<file path="src/rtl/ast_response_router.sv">
// Response router: records granted requester IDs in order and steers the
// shared response stream back to the requester that owns the head tag.
module ast_response_router #(
    parameter int switch_bits = 3,
    parameter int data_width  = 132,
    parameter int tag_depth   = 4
) (
    input  logic                        i_clk,
    input  logic                        i_rst,
    input  logic                        i_grant_valid,
    input  logic [switch_bits-1:0]      i_grant_id,
    output logic                        o_grant_ready,
    input  logic                        i_resp_valid,
    input  logic [data_width-1:0]       i_resp_data,
    output logic                        o_resp_ready,
    output logic [(1<<switch_bits)-1:0] o_out_valid,
    output logic [data_width-1:0]       o_out_data,
    input  logic [(1<<switch_bits)-1:0] i_out_ready,
    output logic [$clog2(tag_depth):0]  o_outstanding
);

    localparam int N  = 1 << switch_bits;
    localparam int PW = $clog2(tag_depth);
    localparam int CW = PW + 1;

    logic [switch_bits-1:0] r_tags [tag_depth];
    logic [PW-1:0]          r_wptr;
    logic [PW-1:0]          r_rptr;
    logic [CW-1:0]          r_count;
    logic                   r_hold_valid;
    logic [switch_bits-1:0] r_hold_id;
    logic [data_width-1:0]  r_hold_data;

    logic                   w_full;
    logic                   w_empty;
    logic                   w_push;
    logic                   w_pop;
    logic                   w_out_fire;
    logic [switch_bits-1:0] w_head_tag;

    assign w_full     = (r_count == CW'(tag_depth));
    assign w_empty    = (r_count == '0);
    assign w_head_tag = r_tags[r_rptr];

    // Full blocks grants even when a pop happens in the same cycle.
    assign o_grant_ready = !w_full;
    assign w_push        = i_grant_valid && !w_full;

    assign w_out_fire   = r_hold_valid && i_out_ready[r_hold_id];
    assign o_resp_ready = !w_empty && (!r_hold_valid || w_out_fire);
    assign w_pop        = i_resp_valid && o_resp_ready;

    assign o_out_valid   = r_hold_valid ? (N'(1) << r_hold_id) : '0;
    assign o_out_data    = r_hold_data;
    assign o_outstanding = r_count;

    always_ff @(posedge i_clk) begin
        if (w_push) begin
            r_tags[r_wptr] <= i_grant_id;
        end
    end

    always_ff @(posedge i_clk) begin
        if (i_rst) begin
            r_wptr  <= '0;
            r_rptr  <= '0;
            r_count <= '0;
        end else begin
            if (w_push) begin
                r_wptr <= r_wptr + PW'(1);
            end
            if (w_pop) begin
                r_rptr <= r_rptr + PW'(1);
            end
            case ({w_push, w_pop})
                2'b10:   r_count <= r_count + CW'(1);
                2'b01:   r_count <= r_count - CW'(1);
                default: r_count <= r_count;
            endcase
        end
    end

    // Accepting a new response replaces the held one when it fires.
    always_ff @(posedge i_clk) begin
        if (i_rst) begin
            r_hold_valid <= 1'b0;
            r_hold_id    <= '0;
            r_hold_data  <= '0;
        end else if (w_pop) begin
            r_hold_valid <= 1'b1;
            r_hold_id    <= w_head_tag;
            r_hold_data  <= i_resp_data;
        end else if (w_out_fire) begin
            r_hold_valid <= 1'b0;
        end
    end

endmodule

</file>
<file path="config.mk">
export PLATFORM = sky130hd
export DESIGN_NAME = ast_response_router
export DESIGN_NICKNAME = d
export VERILOG_FILES = /design/src/rtl/ast_response_router.sv
export SDC_FILE = /design/constraint.sdc
export NUM_CORES = 1
export LEC_CHECK = 0
export ABC_CLOCK_PERIOD_IN_PS = 2700
export BUFFER_PORTS_ARGS = -buffer_cell sky130_fd_sc_hd__buf_2
export CAP_MARGIN = 25
export CORE_MARGIN = 3
export CORE_UTILIZATION = 30
export CTS_CLUSTER_DIAMETER = 200
export DETAILED_ROUTE_END_ITERATION = 10
export PLACE_DENSITY = 0.59
export SLEW_MARGIN = 20
export SYNTH_ARGS = -nofsm -noshare
export SYNTH_HDL_FRONTEND = slang
export SYNTH_SLANG_ARGS = --single-unit
</file>
<file path="constraint.sdc">
create_clock -name i_clk -period 2.7 [get_ports i_clk]
set_input_delay 0.54 -clock i_clk [delete_from_list [all_inputs] [get_ports i_clk]]
set_output_delay 0.54 -clock i_clk [all_outputs]
set_load 0.1 [all_outputs]
</file>
==> metrics.md <==
| Metric | Value |
|---|---|
| Outcome | `finished clean` |
| Post-synthesis cell count | `738` |
| Fmax | `roughly 0.39 GHz` |
| CORE AREA | `22200 um2` |
| Synth Flop Type | `dfxtp_1` |
| Seq pwr share | `26.7%` |
| Final Skew | `8.36 ps` |
| R2r startpoint | `r_hold_id[2]` |
| EDFF count, synth | `12` |
| Hold Path End | `r_tags[3][1]` |
| Congestion Overflow GR | `0` |
| Cell with the most instances after synthesis | `dfxtp_1` |
| # rows | `54` |
| Number of global-route vias before repair | `6750` |
| Tot Pwr | `11600 uW` |
| Post-layout nets | `1116` |
| Seq cells post-synth | `155` |
| RSZ-0062 raised after global routing | `no` |
| Syn Area/Cell | `between 9 and 10 um2` |
| Initial antenna violation count | `0` |
| CTS tree | `done` |
| Max-Cap Viols | `0` |
| IO Port Bufs | `291` |
| Post_cts resized | `0` |
| Clock group share of total power | `21.1%` |
| CP max FO | `11` |
| Cell Area, Synth | `6880 um2` |
| Switch share | `53.4%` |
| Share of cells above drive strength 1 | `a little under two fifths` |
| Slew Limit Fails | `0` |
| Die Y | `157 um` |
| Pin count of the biggest net entering global routing | `137` |
| Rel. slew slack | `50.7%` |
| Share of the synthesized area in the top cell type | `41.6%` |
| Final WS setup | `142 ps` |
| Period Utilization, post-route | `94.8%` |
| Drt pass-1 iters | `4` |
| # IOs | `292` |
| RD Place Congestion | `between 0.7 and 0.8` |
| Final hold vios | `0` |
| Total GRT Usage | `17.8%` |
| Pwr per Cell Area | `1280 nW/um2` |
| Wire length after detailed routing | `23100 um` |
| Logic pwr share | `52.2%` |
| WHS | `335 ps` |
| NetSw | `a little over 6000 uW` |
| Async set-reset flop share out of synthesis | `0%` |
| Yosys warnings | `0` |
| Clock slew at reported path FFs | `70 ps` |
| Num CTS Buffers | `17` |
| First-pass GRT wire length | `36100 um` |
| Clock root buffer | `clkbuf_16` |
| Die extent in x | `157 um` |
| Worst Hold Class | `in2reg` |
| DRC Markers | `0` |
| Endpoints failing setup | `0` |
| Worst Path Required | `2160 ps` |
| Hold Startpoint | `i_grant_id[1]` |
| Register area share after synthesis | `46.8%` |
| Crit start category | `flip-flop` |
| Initial DRC count | `613` |
| R2R setup slack | `170 ps` |
| Number of post-CTS setup repair buffers | `0` |
| DRT antenna net count | `0` |
| Distinct cells, synth | `36` |
| Min Tclk post-route | `2560 ps` |
| Via count | `6948` |
| Vias/cell | `5.53` |
| WS Path Type | `reg2out` |
| DIE AREA | `24800 um2` |
| Worst-margin pin slew | `approximately 740 ps` |
| Worst path arrival time | `just over 2000 ps` |
| Hpwl dp | `14500 um` |
| Worst slack, placed | `around 60 ps` |
| WHS Path Cells | `1` |
| R2R depth | `9` |
| # fillers | `2288` |
| Max Buffers Root-to-Sink | `2` |
| Commonest cells post-synth | `dfxtp_1, a21oi_1, nand4_1, o31ai_1, clkbuf_1` |
| Synth area leaders | `dfxtp_1, o31ai_1, nand4_1` |
| Area leader, netlist | `dfxtp_1` |
| Post-Syn Nets | `891` |
| Area Growth Syn to Fin | `31.6%` |
| Clock sinks | `155` |
| Initial core utilization | `31.0%` |
| Routed wire length per instance | `18.4 um` |
| Int Power | `5380 uW` |
| Worst-case vdd ir drop | `just under 0.7 mV` |
| Clk_lat worst skew | `420 ps` |
| Setup TNS | `0 ps` |
| Leakage | `between 0.003 and 0.004 uW` |
| H-tree Lvls | `4` |
| Capturing point of the worst reg2reg path | `o_outstanding[2]` |
| Crit end category | `output pin` |
| Hold_buf cts | `0` |
==> per-layer routing <==
metal / up-vias / part of all wire (%) / routed length [um] / GRT usage, %
li1: 3326 / - / - / -
met1: 3364 / 43 / 9950 / 23.2
met2: 221 / 48 / 11100 / 28.8
met3: 37 / 6.2 / 1440 / 4.18
met4: 0 / 2.3 / 527 / 6.78
met5: - / 0 / 0 / 0
==> layout make-up <==
cell class | count | area, um2 | area share (%)
Sequential cell | 155 | 3240 | 35.7
Antenna cell | 1 | 2.50 | 0.0276
Multi-Input combinational cell | 468 | 3090 | 34.2
Timing Repair Buffer | 314 | 1760 | 19.4
Clock inverter | 11 | 133 | 1.46
Tap cell | 280 | 350 | 3.87
Clock buffer | 20 | 458 | 5.06
Inverter | 7 | 26.3 | 0.290
==> metrics by stage <==
step	instances	utilization, %	instance area, um2
after floorplan	738	-	6910
after global placement	1224	38.2	8460
after detailed placement	1224	38.2	8460
after CTS	1255	40.8	9050
after global routing	1255	40.9	9050
final	1256	40.9	9060
==> critical path: stages (launching register included) <==
cell	delay [ps]
dfxtp_1	360
or3b_4	430
o22ai_4	210
buf_4	240
nor3_4	50
buf_2	310
==> placed cells by master (no fill, tap or decap), drive strengths merged, types with 5 or more instances in the layout <==
cell type,instances
o31ai,135
inv,13
clkbuf,20
dfxtp,143
ha,5
mux2,6
nand4,135
buf,314
edfxtp,12
nor2,14
a21oi,138
==> registers in the layout, summed over array words and instances (netlist names) <==
signal,cells
o_out_data,132
o_outstanding,3
r_hold_id,3
r_hold_valid,1
r_rptr,2
r_tags,12
r_wptr,2
==> how the worst max path moves through the flow <==
stage                       endpoint  slack, ps             start  cells after the start
floorplan           o_outstanding[2]         30  o_outstanding[2]                      9
global placement    o_outstanding[2]        120    i_out_ready[5]                     10
detailed placement  o_outstanding[2]         60    i_out_ready[5]                     10
CTS                     o_resp_ready         30      r_hold_id[1]                      5
global route            o_resp_ready         50      r_hold_id[2]                      5
finish                  o_resp_ready        140      r_hold_valid                      5
==> power by group through the flow <==
stage | logic [uW] | clock network, uW | registers (uW)
6_report | 6040 | 2430 | 3090
5_1_grt | 6340 | 2610 | 3150
4_1_cts | 6060 | 2520 | 3090
3_5_place_dp | 6060 | 0 | 3130
3_3_place_gp | 6040 | 0 | 3120
2_1_floorplan | 1950 | 0 | 6150
==> logic make-up after synthesis <==
family | synth area share [%]
multiplexers | 2.02
buffers and inverters | 8.98
AO/OA/AOI/OAI | 25.7
flip-flops | 46.8
AND/OR/NAND/NOR | 14.9
XOR/XNOR | 0.382
adder cells (fa/ha/maj) | 1.20
(Power assumes the default switching activity.)
